**config.mk**
```make
export PLATFORM = sky130hd
export DESIGN_NAME = mux_bus_arbiter_flat
export DESIGN_NICKNAME = d
export VERILOG_FILES = /design/src/rtl/mux_bus_arbiter_if.sv /design/src/rtl/mux_bus_arbiter.sv /design/src/flat_wrapper.sv
export SDC_FILE = /design/constraint.sdc
export NUM_CORES = 1
export LEC_CHECK = 0
export CAP_MARGIN = 20
export CORE_MARGIN = 2
export CORE_UTILIZATION = 34
export CTS_BUF_LIST = sky130_fd_sc_hd__clkbuf_4
export DETAILED_ROUTE_END_ITERATION = 12
export PLACE_DENSITY = 0.9
export SLEW_MARGIN = 20
export SYNTH_ARGS = -nofsm -noshare
export SYNTH_HDL_FRONTEND = slang
export SYNTH_SLANG_ARGS = --single-unit
```
**constraint.sdc**
```tcl
create_clock -name clk -period 2.3 [get_ports clk]
set_input_delay 0.46 -clock clk [delete_from_list [all_inputs] [get_ports clk]]
set_output_delay 0.46 -clock clk [all_outputs]
set_load 0.05 [all_outputs]
```
**src/rtl/mux_bus_arbiter_if.sv**
```systemverilog
// Bundle of request/data/handshake signals between four producers, the arbiter and the consumer.
// The arbiter uses the slave view; the producers and consumer together use the master view.
interface mux_bus_arbiter_if #(
    parameter int WIDTH = 16
);
    logic [3:0]       req;
    logic [WIDTH-1:0] data0;
    logic [WIDTH-1:0] data1;
    logic [WIDTH-1:0] data2;
    logic [WIDTH-1:0] data3;
    logic             out_ready;
    logic             out_valid;
    logic [WIDTH-1:0] out_data;
    logic [1:0]       select;
    logic [3:0]       grant;
    logic [3:0]       ack;
    logic             busy;

    modport master (
        output req, data0, data1, data2, data3, out_ready,
        input  out_valid, out_data, select, grant, ack, busy
    );

    modport slave (
        input  req, data0, data1, data2, data3, out_ready,
        output out_valid, out_data, select, grant, ack, busy
    );
endinterface

```
**src/rtl/mux_bus_arbiter.sv**
```systemverilog
// Round-robin arbiter sharing one WIDTH-bit bus among four requesters, with bursts of up to
// BURST_MAX beats per grant and a valid/ready handshake toward the consumer.
module mux_bus_arbiter #(
    parameter int WIDTH     = 16,
    parameter int BURST_MAX = 4
) (
    input logic             clk,
    input logic             reset,
    mux_bus_arbiter_if.slave bus
);
    localparam int CNT_W = $clog2(BURST_MAX) + 1;

    localparam logic [0:0] IDLE  = 1'b0;
    localparam logic [0:0] GRANT = 1'b1;

    logic [0:0]       state;
    logic [3:0]       grant_r;
    logic [1:0]       select_r;
    logic [1:0]       last;
    logic [CNT_W-1:0] beat_cnt;

    logic [1:0]       pick;
    logic [1:0]       cand;
    logic             found;
    logic             valid;
    logic             beat;
    logic             last_beat;
    logic [WIDTH-1:0] data_mux;

    // Rotating priority: the requester just after the previous owner is looked at first.
    always_comb begin
        pick  = last;
        cand  = last;
        found = 1'b0;
        for (int k = 1; k <= 4; k++) begin
            cand = last + 2'(k);
            if (!found && bus.req[cand]) begin
                pick  = cand;
                found = 1'b1;
            end
        end
    end

    always_comb begin
        case (select_r)
            2'd0:    data_mux = bus.data0;
            2'd1:    data_mux = bus.data1;
            2'd2:    data_mux = bus.data2;
            default: data_mux = bus.data3;
        endcase
    end

    // Reset suppresses the handshake in its own cycle so an in-flight beat is never acked.
    assign valid     = (state == GRANT) && bus.req[select_r] && !reset;
    assign beat      = valid && bus.out_ready;
    assign last_beat = (beat_cnt == CNT_W'(BURST_MAX - 1));

    assign bus.out_valid = valid;
    assign bus.out_data  = data_mux;
    assign bus.select    = select_r;
    assign bus.grant     = grant_r;
    assign bus.ack       = beat ? (4'b0001 << select_r) : 4'b0000;
    assign bus.busy      = (state == GRANT);

    always_ff @(posedge clk) begin
        if (reset) begin
            state    <= IDLE;
            grant_r  <= 4'b0000;
            select_r <= 2'd0;
            last     <= 2'd3;
            beat_cnt <= '0;
        end else begin
            case (state)
                IDLE: begin
                    if (found) begin
                        state    <= GRANT;
                        grant_r  <= 4'b0001 << pick;
                        select_r <= pick;
                        beat_cnt <= '0;
                    end
                end
                default: begin
                    // Withdrawal or a full burst both hand the bus back; select is kept while idle.
                    if (!bus.req[select_r] || (beat && last_beat)) begin
                        state    <= IDLE;
                        last     <= select_r;
                        grant_r  <= 4'b0000;
                        beat_cnt <= '0;
                    end else if (beat) begin
                        beat_cnt <= beat_cnt + 1'b1;
                    end
                end
            endcase
        end
    end
endmodule

```
**src/flat_wrapper.sv**
```systemverilog
// flat-port wrapper written by rule: the top's interface ports become plain ports
module mux_bus_arbiter_flat 
#(
    parameter int WIDTH     = 16,
    parameter int BURST_MAX = 4
)
  (clk, reset, bus_req, bus_data0, bus_data1, bus_data2, bus_data3, bus_out_ready, bus_out_valid, bus_out_data, bus_select, bus_grant, bus_ack, bus_busy);
  mux_bus_arbiter_if #(.WIDTH(WIDTH)) bus_i ();
  input logic clk;
  input logic reset;
  input wire logic [$bits(bus_i.req)-1:0] bus_req;
  input wire logic [$bits(bus_i.data0)-1:0] bus_data0;
  input wire logic [$bits(bus_i.data1)-1:0] bus_data1;
  input wire logic [$bits(bus_i.data2)-1:0] bus_data2;
  input wire logic [$bits(bus_i.data3)-1:0] bus_data3;
  input wire logic [$bits(bus_i.out_ready)-1:0] bus_out_ready;
  output wire logic [$bits(bus_i.out_valid)-1:0] bus_out_valid;
  output wire logic [$bits(bus_i.out_data)-1:0] bus_out_data;
  output wire logic [$bits(bus_i.select)-1:0] bus_select;
  output wire logic [$bits(bus_i.grant)-1:0] bus_grant;
  output wire logic [$bits(bus_i.ack)-1:0] bus_ack;
  output wire logic [$bits(bus_i.busy)-1:0] bus_busy;
  assign bus_i.req = bus_req;
  assign bus_i.data0 = bus_data0;
  assign bus_i.data1 = bus_data1;
  assign bus_i.data2 = bus_data2;
  assign bus_i.data3 = bus_data3;
  assign bus_i.out_ready = bus_out_ready;
  assign bus_out_valid = bus_i.out_valid;
  assign bus_out_data = bus_i.out_data;
  assign bus_select = bus_i.select;
  assign bus_grant = bus_i.grant;
  assign bus_ack = bus_i.ack;
  assign bus_busy = bus_i.busy;
  mux_bus_arbiter #(.WIDTH(WIDTH), .BURST_MAX(BURST_MAX)) u_core (.clk(clk), .reset(reset), .bus(bus_i));
endmodule
```
==> results of run 1 <==
## critical path, stage by stage
cell and delay, ps:
clkdlybuf4s50_1 480, nor2b_4 180, nand2_2 110, nor4b_4 340, buf_12 180
## stage by stage
| stage | total power, mW | utilization (%) | cell area [sq um] | setup TNS [ps] | hold slack [ps] |
|---|---|---|---|---|---|
| after floorplan | 0.7062 | - | 1095 | -92.14 | 453.4 |
| after global routing | 1.178 | 73.76 | 2233 | 0 | 525.9 |
| after detailed placement | 0.9951 | 72.07 | 2182 | -91.93 | 485.7 |
| after global placement | 0.9772 | 72.07 | 2182 | -45.77 | 468.0 |
| after CTS | 1.134 | 73.31 | 2220 | 0 | 500.0 |
| final | 1.133 | 73.76 | 2233 | 0 | 499.9 |
## logic make-up (layout without fill, tap and decap cells)
group / after synthesis / in the layout
AO/OA/AOI/OAI: 18 / 18
buffers and inverters: 11 / 115
flip-flops: 12 / 12
adder cells (fa/ha/maj): 2 / 2
AND/OR/NAND/NOR: 42 / 42
multiplexers: 21 / 21
## cell usage after synthesis, types with 2 or more instances
library cell,count
a21o_1,2
a21oi_1,5
a2bb2oi_1,2
buf_2,3
clkbuf_1,4
dfxtp_1,12
ha_1,2
inv_1,2
mux2i_1,3
mux4_2,16
nand2_1,8
nand2b_1,4
nor2_1,14
nor2b_1,3
nor3_1,6
## how the worst max path moves through the flow
stage                            end  cells past startpoint
after floorplan           bus_ack[0]                      2
after global placement    bus_ack[0]                      5
after detailed placement  bus_ack[0]                      5
after CTS                 bus_ack[0]                      5
after global routing      bus_ack[0]                      5
final                     bus_ack[0]                      5
## layout make-up
class,instances,area (sq um),area share [%]
clock buffers,3,22.52,1.008
clock inverters,1,3.754,0.1681
inverters,3,11.26,0.5042
multi-input cells,83,825.8,36.97
flip-flops and latches,12,241.5,10.81
well taps,44,55.05,2.465
repair buffers,108,1074,48.07
## power by group
part           switching [mW]  internal, mW
sequential             0.0303         0.226
clock                  0.0720        0.0630
combinational           0.399         0.342
## routing by layer
layer	part of all wire (%)	global-route usage, %
met1	33	23.85
met2	52	45.03
met3	11	8.009
met4	3.6	10.48
met5	0	0
## state kept, by name (all words and copies together), names as in the netlist
signal,flops
u_core.beat_cnt,3
u_core.bus.busy,1
u_core.last,2
u_core.bus.select,2
u_core.bus.grant,4
## timing repair
action / 4_1_cts / 5_1_grt
pin swaps: 0 / 1
setup endpoints to repair: 1 / 2
gates resized for setup: 2 / 3
gates cloned: 0 / 0
hold endpoints to repair: 0 / 0
==> flow_metrics.py, run 1 <==
metrics = {
    "final_layout": {
        "mostFrequentLayoutCells": "clkdlybuf4s50_1 (75), buf_4 (27), mux4_2 (16), nor2_1 (13), dfxtp_1 (11)",
        "area_growth_pct": 109.5,
        "fin_cells": 254,
        "fillerInstances": 215,
        "final_nets": 284,
        "final_common_cell": "clkdlybuf4s50_1",
        "drive_gt1_share_pct": 30.00,
        "num_antenna_cells": 0,
    },
    "sta": {
        "worst_pin_slew_ps": 515.1,
        "slew_violations": 0,
        "min_period_ps": 2216,
        "setup_viol": 0,
        "fin_crit_sh_pct": 96.37,
        "finalHoldViolCount": 0,
        "clock.fmax_mhz": 451.2,
        "maxSlewHeadroom_pct": 65.34,
        "rsz0062_at_grt": "no",
        "clock_skew_ps": 0.9875,
        "fin_ws_ps": 83.55,
    },
    "setup_path": {
        "cp.arrival_ps": 1760,
        "crit_path_start": "bus_out_ready",
        "reg2reg_from": "u_core.bus.select[0]$_SDFFE_PP0P_",
        "cp-end-kind": "primary output",
        "crit_fanout": 4,
        "reg2reg_slack_ps": 590,
        "critPathKind": "primary input to primary output",
        "reg2reg_to": "u_core.beat_cnt[0]$_SDFFE_PP0P_",
        "start_kind": "primary input",
        "rr_worst_depth": 6,
        "required_ps": 1840,
    },
    "yosys": {
        "synthSimpleGateAreaFrac_pct": 19.13,
        "async_flop_share_pct": 0,
        "synthTopCellsByArea": "mux4_2 (34%), dfxtp_1 (23%), nor2_1 (4.9%)",
        "synthCells": 106,
        "syn-cell-area_sq_um": 1066,
        "synth_mux_area_share_pct": 38.73,
        "synth_area_per_cell_sq_um": 10.06,
        "synth-edff-count": 0,
        "yosysTopAreaCell": "mux4_2",
        "synth_top_area_share_pct": 33.80,
        "synth_compound_area_share_pct": 12.32,
        "yosys.area_share.xor_xnor_pct": 0,
        "synth_top_family_by_area": "multiplexers",
        "yosysUniqueCellTypes": 35,
        "syn_nets": 179,
        "synth-seq-cells": 12,
        "synth_ff_type": "dfxtp_1",
        "synth-warning-count": 0,
        "seq_area_frac_synth_pct": 22.54,
        "yosys.area_share.adder_pct": 2.347,
    },
    "detailed_routing": {
        "drc": 0,
        "vias_per_cell": 5.244,
        "drt-initial-drc-count": 32,
        "dr.pass1.iters": 4,
        "wl_mm": 4.377,
        "vias": 1332,
        "avgRoutedWirePerCell_microns": 17.23,
        "ant_nets": 0,
    },
    "min_path": {
        "min_to": "u_core.beat_cnt[1]$_SDFFE_PP0P_",
        "whs_path_depth": 1,
        "min_from": "u_core.beat_cnt[1]$_SDFFE_PP0P_",
        "hold_path_class": "flop to flop",
    },
    "place": {
        "place_congestion": 0.8347,
        "portBuffers": 98,
        "dp_slack_ps": -91.93,
        "placed_cells": 250,
        "dpl.hpwl_mm": 3.683,
    },
    "global_routing": {
        "antenna_found_initial": 0,
        "grt_first_pass_wirelength_mm": 6.458,
        "grt_max_degree": 18,
        "grt_use_total_pct": 24.12,
        "grt_pass1_vias": 1369,
        "overflow": 0,
    },
    "outcome": {
        "run_status": "complete, no violations",
    },
    "clock_network": {
        "clk_pin_slew_worst_paths_ps": 70,
        "ctsRootBufferMaster": "clkbuf_4",
        "clk_latency_ps": 280,
        "cts_hold_buffers": 0,
        "numCtsBuffers": 3,
        "clockBufferDepth": 2,
        "cts_num_sinks": 12,
        "cts_tree": "built",
        "post_cts_buffers": 0,
        "cts_max_level": 1,
    },
    "floorplan": {
        "core-area_sq_um": 3028,
        "die_y_microns": 60.00,
        "dieArea_sq_um": 3599,
        "num_rows": 20,
        "fp.dieW_microns": 60.00,
        "start_util_pct": 35.21,
        "io_pins": 99,
    },
    "power_and_ir_drop": {
        "peakVddDrop_mv": 0.4459,
        "p_leak_nw": 0.8540,
        "p_per_area_nw_per_um2": 507.2,
    },
    "job": {
        "maxCapViolations": 0,
    },
}
(Power assumes the default switching activity.)
==> run 2, diff against run 1 <==
- CORE_MARGIN: 2 -> not set
==> flow_metrics.py, run 2 (same netlist as run 1, synthesis figures left out) <==
metrics = {
    "clock_network": {
        "post_cts_buffers": 0,
        "clk_latency_ps": 280,
        "ctsRootBufferMaster": "clkbuf_4",
        "cts_tree": "built",
        "clk_pin_slew_worst_paths_ps": 80,
        "numCtsBuffers": 3,
        "cts_hold_buffers": 0,
        "cts_num_sinks": 12,
        "cts_max_level": 1,
        "clockBufferDepth": 2,
    },
    "power_and_ir_drop": {
        "clkPwrFrac_pct": 12.3,
        "p_leak_nw": 0.8375,
        "power_mw": 1.126,
        "p_sw_share_pct": 44.47,
        "intPower_uw": 625.1,
        "peakVddDrop_mv": 0.3882,
        "p_per_area_nw_per_um2": 513.2,
        "seqPwrFrac_pct": 23.6,
        "power_switching_uw": 500.6,
        "combPwrFrac_pct": 64.2,
    },
    "setup_path": {
        "cp-end-kind": "primary output",
        "crit_fanout": 6,
        "slowest_delay_ps": 590,
        "rr_worst_depth": 7,
        "cp_cell_sequence": "clkdlybuf4s50_1 > mux2i_1 > o22ai_1 > nor2b_2 > buf_12",
        "path_delay_family": "buffers and inverters",
        "worst-path-buf-inv": 2,
        "reg2reg_from": "u_core.bus.select[0]$_SDFFE_PP0P_",
        "reg2reg_slack_ps": 470,
        "cp.arrival_ps": 1770,
        "crit_slowest_cell": "clkdlybuf4s50_1",
        "start_kind": "primary input",
        "reg2reg_to": "u_core.beat_cnt[0]$_SDFFE_PP0P_",
        "required_ps": 1840,
        "critPathKind": "primary input to primary output",
    },
    "min_path": {
        "whs_path_depth": 2,
        "min_to": "u_core.beat_cnt[2]$_SDFFE_PP0P_",
        "min_from": "u_core.beat_cnt[2]$_SDFFE_PP0P_",
        "hold_path_class": "flop to flop",
    },
    "final_layout": {
        "mostFrequentLayoutCells": "clkdlybuf4s50_1 (75), buf_4 (24), mux4_2 (16), nor2_1 (13), dfxtp_1 (11)",
        "drive_gt1_share_pct": 28.99,
        "num_antenna_cells": 0,
        "area_growth_pct": 105.8,
        "largest_reg_flops": 4,
        "fin_area_sq_um": 2193,
        "fin_cells": 238,
        "final_nets": 281,
        "fillerInstances": 188,
        "final_common_cell": "clkdlybuf4s50_1",
    },
    "floorplan": {
        "io_pins": 99,
        "dieArea_sq_um": 3363,
        "fp.dieW_microns": 58.00,
        "die_y_microns": 58.00,
        "num_rows": 19,
        "start_util_pct": 37.37,
        "core-area_sq_um": 2853,
    },
    "sta": {
        "setup_viol": 0,
        "slew_violations": 0,
        "fin_ws_ps": 72.41,
        "rsz0062_at_grt": "no",
        "fin_crit_sh_pct": 96.85,
        "maxSlewHeadroom_pct": 61.17,
        "clock.fmax_mhz": 448.9,
        "finalHoldViolCount": 0,
        "clock_skew_ps": 3.473,
        "min_period_ps": 2228,
        "worst_pin_slew_ps": 582.4,
    },
    "detailed_routing": {
        "wl_mm": 3.989,
        "ant_nets": 0,
        "vias_per_cell": 5.504,
        "dr.pass1.iters": 8,
        "drc": 10,
        "drt-initial-drc-count": 37,
        "vias": 1310,
        "avgRoutedWirePerCell_microns": 16.76,
    },
    "outcome": {
        "violations": "design-rule violations",
        "run_status": "finished with violations",
    },
    "place": {
        "portBuffers": 98,
        "place_congestion": 0.7978,
        "post_dp_cell_area_sq_um": 2143,
        "dpl.hpwl_mm": 3.178,
        "dp_slack_ps": -63.20,
        "placed_cells": 234,
    },
    "global_routing": {
        "overflow": 0,
        "grt_max_degree": 26,
        "grt_use_total_pct": 24.46,
        "grt_first_pass_wirelength_mm": 6.265,
        "antenna_found_initial": 0,
        "grt_pass1_vias": 1348,
    },
    "job": {
        "maxCapViolations": 0,
    },
}
==> run 2: worst min-delay path: cells and delay by family (launching register included) <==
kind | cells | cell delay (ps)
buf+inv | 1 | 60
compound gates | 1 | 80
flops | 1 | 300
==> run 2: per-stage QoR <==
| step | setup TNS, ps | utilization [%] | hold slack (ps) |
|---|---|---|---|
| final | 0 | 76.89 | 493.8 |
| after floorplan | -92.14 | - | 453.4 |
| after global routing | 0 | 76.89 | 520.4 |
| after CTS | 0 | 76.45 | 498.4 |
| after global placement | -25.51 | 75.13 | 465.7 |
| after detailed placement | -63.20 | 75.13 | 479.5 |
==> run 2: per-layer routing <==
layer	part of all wire [%]	wire length, microns	global-route usage, %
met1	34	1361	25.43
met2	53	2101	45.16
met5	0	0	0
met3	11	455	6.920
met4	1.8	70	11.22
==> run 2: cell type report <==
| type | count | area (sq um) | share of cell area [%] |
|---|---|---|---|
| Multi-Input combinational cell | 83 | 824.5 | 37.59 |
| Timing Repair Buffer | 105 | 1051 | 47.92 |
| Sequential cell | 12 | 241.5 | 11.01 |
| Tap cell | 31 | 38.79 | 1.768 |
| Inverter | 3 | 11.26 | 0.5134 |
| Clock buffer | 3 | 22.52 | 1.027 |
| Clock inverter | 1 | 3.754 | 0.1711 |
==> run 2: power groups by stage <==
stage                     clock network, mW  registers, mW  logic, mW
after floorplan                           0          0.287      0.419
after detailed placement                  0          0.267      0.717
after global placement                    0          0.265      0.706
after CTS                             0.142          0.264      0.722
after global routing                  0.151          0.270      0.757
final                                 0.138          0.265      0.723
==> run 2: worst max path at each step <==
| stage | start | to | slack [ps] | cells past startpoint |
|---|---|---|---|---|
| after detailed placement | bus_out_ready | bus_ack[0] | -60 | 5 |
| after CTS | bus_out_ready | bus_ack[0] | 30 | 5 |
| after floorplan | u_core.bus.busy$_SDFF_PP0_ | bus_ack[0] | -90 | 2 |
| final | bus_req[1] | bus_out_valid | 70 | 5 |
| after global routing | bus_req[1] | bus_out_valid | 9 | 5 |
| after global placement | bus_out_ready | bus_ack[0] | -30 | 5 |
==> run 2: what timing repair did <==
action	CTS	global route
gates cloned	0	0
pin swaps	0	2
resized for setup	2	3
endpoints found under the setup margin	1	2
==> run 3, diff against run 2 <==
- CAP_MARGIN: 20 -> 25
- CELL_PAD_IN_SITES_DETAIL_PLACEMENT: not set -> 1
- CELL_PAD_IN_SITES_GLOBAL_PLACEMENT: not set -> 1
- CORE_UTILIZATION: 34 -> 23
- PLACE_DENSITY: 0.9 -> 0.91
==> flow_metrics.py, run 3 (same netlist as run 1, synthesis figures left out) <==
metrics = {
    "clock_network": {
        "clk_pin_slew_worst_paths_ps": 70,
        "ctsRootBufferMaster": "clkbuf_4",
        "cts_num_sinks": 12,
        "clockBufferDepth": 2,
        "clk_latency_ps": 280,
        "numCtsBuffers": 3,
        "cts_tree": "built",
        "cts_max_level": 1,
    },
    "floorplan": {
        "core-area_sq_um": 4414,
        "die_y_microns": 70.08,
        "dieArea_sq_um": 4911,
        "num_rows": 24,
        "fp.dieW_microns": 70.08,
        "start_util_pct": 24.15,
        "io_pins": 99,
    },
    "global_routing": {
        "overflow": 0,
        "grt_use_total_pct": 19.66,
        "grt_pass1_vias": 1388,
        "top_usage_layer": "met2",
        "use_met1_pct": 21.22,
        "grt_first_pass_wirelength_mm": 7.320,
        "grt_max_degree": 26,
        "grt.met3_usage_pct": 3.463,
        "antenna_found_initial": 0,
        "use_met2_pct": 36.75,
    },
    "sta": {
        "rsz0062_at_grt": "no",
        "fin_ws_ps": 106.0,
        "min_period_ps": 2194,
        "holdWs_ps": 493.9,
        "fin_crit_sh_pct": 95.39,
        "worst_pin_slew_ps": 498.8,
        "maxSlewHeadroom_pct": 66.64,
        "setup_viol": 0,
        "clock.fmax_mhz": 455.8,
        "finalHoldViolCount": 0,
        "slew_violations": 0,
        "clock_skew_ps": 2.238,
    },
    "final_layout": {
        "area_growth_pct": 111.5,
        "mostFrequentLayoutCells": "clkdlybuf4s50_1 (74), buf_4 (28), mux4_2 (16), nor2_1 (13), dfxtp_1 (11)",
        "final_nets": 285,
        "largest_reg_flops": 4,
        "drive_gt1_share_pct": 30.33,
        "fillerInstances": 481,
        "num_antenna_cells": 0,
        "final_common_cell": "clkdlybuf4s50_1",
        "fin_util_pct": 51.08,
    },
    "setup_path": {
        "required_ps": 1840,
        "start_kind": "primary input",
        "crit_slowest_cell": "clkdlybuf4s50_1",
        "crit_fanout": 2,
        "slowest_delay_ps": 490,
        "cp_cell_sequence": "clkdlybuf4s50_1 > mux2i_1 > o22ai_1 > nor2b_2 > buf_12",
        "worst-path-buf-inv": 2,
        "cp-end-kind": "primary output",
        "cp.arrival_ps": 1730,
        "critPathKind": "primary input to primary output",
        "path_delay_family": "buffers and inverters",
        "reg2reg_slack_ps": 370,
    },
    "detailed_routing": {
        "dr.pass1.iters": 3,
        "avgRoutedWirePerCell_microns": 18.29,
        "vias": 1314,
        "drc": 0,
        "drt-initial-drc-count": 37,
        "vias_per_cell": 4.996,
        "ant_nets": 0,
        "wl_mm": 4.810,
    },
    "min_path": {
        "hold_path_class": "flop to flop",
    },
    "power_and_ir_drop": {
        "p_leak_nw": 0.8674,
        "p_per_area_nw_per_um2": 505.5,
        "peakVddDrop_mv": 0.2917,
    },
    "outcome": {
        "run_status": "complete, no violations",
    },
    "job": {
        "maxCapViolations": 0,
    },
    "place": {
        "portBuffers": 98,
        "place_congestion": 0.8012,
        "dpl.hpwl_mm": 3.950,
        "dp_slack_ps": -98.25,
    },
}
==> run 3: final timing paths <==
| kind | from | cells after the start | to |
|---|---|---|---|
| worst max-delay path | bus_req[3] | 5 | bus_out_valid |
| worst min-delay path | u_core.beat_cnt[2]$_SDFFE_PP0P_ | 2 | u_core.beat_cnt[2]$_SDFFE_PP0P_ |
| worst max register to register | u_core.bus.select[0]$_SDFFE_PP0P_ | 7 | u_core.beat_cnt[0]$_SDFFE_PP0P_ |
| worst min register to register | u_core.beat_cnt[2]$_SDFFE_PP0P_ | 2 | u_core.beat_cnt[2]$_SDFFE_PP0P_ |
==> run 3: power breakdown <==
group / leakage (nW) / internal [mW] / switching [mW]
Combinational: 0.753 / 0.341 / 0.392
Sequential: 0.0990 / 0.226 / 0.0427
Clock: 0.0154 / 0.0630 / 0.0754
==> run 3: worst register-to-register path, cell delays in order, from the launching register on <==
cell and delay [ps]:
dfxtp_1 420, buf_4 270, mux2i_1 250, o22ai_1 140, buf_4 160, a21oi_1 190
nor2_1 80, mux2_1 290
==> run 3: metrics by stage <==
stage	total power, mW	cells	TNS, ps	instance area (sq um)
2_1_floorplan	0.7062	106	-92.14	1095
5_1_grt	1.190	263	0	2255
3_3_place_gp	0.9868	259	-47.35	2200
3_5_place_dp	1.003	259	-98.25	2200
4_1_cts	1.148	263	0	2237
6_report	1.140	263	0	2255
==> run 3: repair_timing <==
action                                 in CTS  in global routing
pin swaps                                   1                  2
endpoints found under the hold margin       0                  0
resized for setup                           2                  5
setup endpoints to repair                   2                  5
setup buffers                               0                  0
hold buffers                                0                  0
==> run 3: per-layer routing <==
layer  up-vias  wire length [microns]
met2        65                   2478
met5         -                      0
met3        11                    317
met1       618                   1848
met4         0                    166
li1        620                      -
==> run 3: area by class of cell <==
class / instances / area, sq um / share of cell area [%]
sequential: 12 / 244.0 / 10.82
clock buffer: 3 / 22.52 / 0.9989
clock inverter: 1 / 3.754 / 0.1665
inverter: 3 / 11.26 / 0.4994
multi-input combinational: 83 / 824.5 / 36.57
tap: 52 / 65.06 / 2.886
timing repair buffer: 109 / 1084 / 48.06
==> variant: new RTL, settings of run 3 <==
`BURST_MAX` is set to 4 in 2 places; all go to 8.
--- a/src/rtl/mux_bus_arbiter.sv
+++ b/src/rtl/mux_bus_arbiter.sv
@@ -2,7 +2,7 @@
 // BURST_MAX beats per grant and a valid/ready handshake toward the consumer.
 module mux_bus_arbiter #(
     parameter int WIDTH     = 16,
-    parameter int BURST_MAX = 4
+    parameter int BURST_MAX = 8
 ) (
     input logic             clk,
     input logic             reset,
--- a/src/flat_wrapper.sv
+++ b/src/flat_wrapper.sv
@@ -2,7 +2,7 @@
 module mux_bus_arbiter_flat 
 #(
     parameter int WIDTH     = 16,
-    parameter int BURST_MAX = 4
+    parameter int BURST_MAX = 8
 )
   (clk, reset, bus_req, bus_data0, bus_data1, bus_data2, bus_data3, bus_out_ready, bus_out_valid, bus_out_data, bus_select, bus_grant, bus_ack, bus_busy);
   mux_bus_arbiter_if #(.WIDTH(WIDTH)) bus_i ();
Behaviour: not the same (a bounded check fails within 10 cycles, from zero or initial values and one cycle with reset high).
==> variant against run 3 <==
  * Sequential cell count increased by 1
  * Routed wire length grew 40%
  * Power grew 19%
  * Design area rose by 16%
  * Area after synthesis rose by 4.7%
  * Die area up 4.6%
  * Combinational power rose by 28%
  * Non-clock buffer count up 6
  * Setup slack lost 63 ps
  * Final cell count up 4.2%
  * Register-to-register slack worse by 190 ps
  * Worst hold slack got worse by 2.8 ps
  * Utilization grew 7.1 points
  * Critical endpoint is now bus_ack[0]
  * Largest cell class unchanged
  * Highest routed layer unchanged
==> variant: results (changes against run 3) <==
top post-synthesis cells by area - mux4_2 (34%), dfxtp_1 (23%), a21oi_1 (3.6%)
syn_nets - 182 (+1.7%)
Seq pwr share - 19.4% (-4.2 points)
Worst-path clk slew - 90 ps (+20 ps)
met1 Usage GRT - 28.56% (+7.3 points)
status - completed
VDD IR-drop max - 288.2 uV (-1.2%)
Detailed Place HPWL - 5432 um (+38%)
layout net count - 295 (+3.5%)
routed wl met2 - 3627 um (+46%)
count of different cell masters after synthesis - 31 (-11%)
met3 global-route usage - 6.188% (+2.7 points)
first-pass GRT wire length - 9949 um (+36%)
yosys warns - 0 (unchanged)
sw power - 0.0005570 W (+9.3%)
via count - 1,511 (+15%)
Worst Path Arrival - 1800 ps (+70 ps)
layout cells sized above 1 - 31.98% (+1.7 points)
Iter 0 DRT Violations - 60 (+62%)
Layout Skew - 12.24 ps (+10.00 ps)
GRT Total Usage - 26.34% (+6.7 points)
critical path type - reg2out
met2 usage - 49.69% (+13 points)
pwr dens - 516.3 mW/mm^2 (+2.1%)
Min-Delay Path Class - reg2reg
number of global-route vias before repair - 1,679 (+21%)
Static Leak - 0.9712 nW (+12%)
drt pass-1 iters - 4 (+1)
pin count of the biggest net entering global routing - 23 (-12%)
sequential fraction of the synthesis area - 23.32% (+0.78 points)
routed wl met3 - 526 um (+66%)
GPL Wtd Cong - 0.8165 (+1.9%)
Max FO, Critical Path - 7 (+5)
worst slew pin tran - 580.9 ps (+82.11 ps)
Metal-1 WL - 2342 um (+27%)
routed len/inst - 24.50 um (+34%)
Commonest cells post-synth - mux4_2 (17), dfxtp_1 (13), nor2_1 (10)
pre-CTS setup slack - -172.7 ps (-74.44 ps)
Clock Power Share - 11.5% (-0.6 points)
variant: kinds of logic after synthesis:
logic type	count (synthesis)	share of synthesized area, %
adder cells (fa/ha/maj)	1	1.121
flip-flops	13	23.32
multiplexers	17	34.31
AO/OA/AOI/OAI	25	15.14
AND/OR/NAND/NOR	44	22.08
buffers and inverters	10	4.036
variant: metrics by stage:
stage,TNS (ps),util [%],instance area (um^2),cells
5_1_grt,0,58.14,2619,274
2_1_floorplan,0,-,1184,110
3_3_place_gp,-523.8,57.28,2580,269
4_1_cts,0,58.08,2616,274
6_report,0,58.14,2619,274
3_5_place_dp,-1296,57.28,2580,269
variant: repair_timing:
item | 4_1_cts | 5_1_grt
gates resized for setup | 4 | 1
setup endpoints to repair | 5 | 2
setup buffers | 1 | 0
pin swaps | 1 | 1
variant: layout make-up:
cell class,count,area (um^2)
clock buffers,4,30.03
fillers,469,1886
inverters,3,11.26
multi-input cells,87,875.8
flip-flops and latches,13,261.5
well taps,52,65.06
repair buffers,115,1375
variant: final timing paths:
kind | from | to | slack, ps | depth (start not counted)
worst min register to register | u_core.bus.grant[3]$_SDFFE_PP0P_ | u_core.bus.grant[3]$_SDFFE_PP0P_ | 490 | 1
worst max register to register | u_core.bus.select[1]$_SDFFE_PP0P_ | u_core.beat_cnt[2]$_SDFFE_PP0P_ | 180 | 6
worst max-delay path | u_core.bus.select[1]$_SDFFE_PP0P_ | bus_ack[0] | 40 | 6
worst min-delay path | u_core.bus.grant[3]$_SDFFE_PP0P_ | u_core.bus.grant[3]$_SDFFE_PP0P_ | 490 | 1
variant: worst max-delay path, stage by stage (launching register included):
cell	delay, ps
dfxtp_1	370
buf_4	210
mux4_2	240
nand2_2	70
buf_12	140
nor4_4	300
buf_12	180
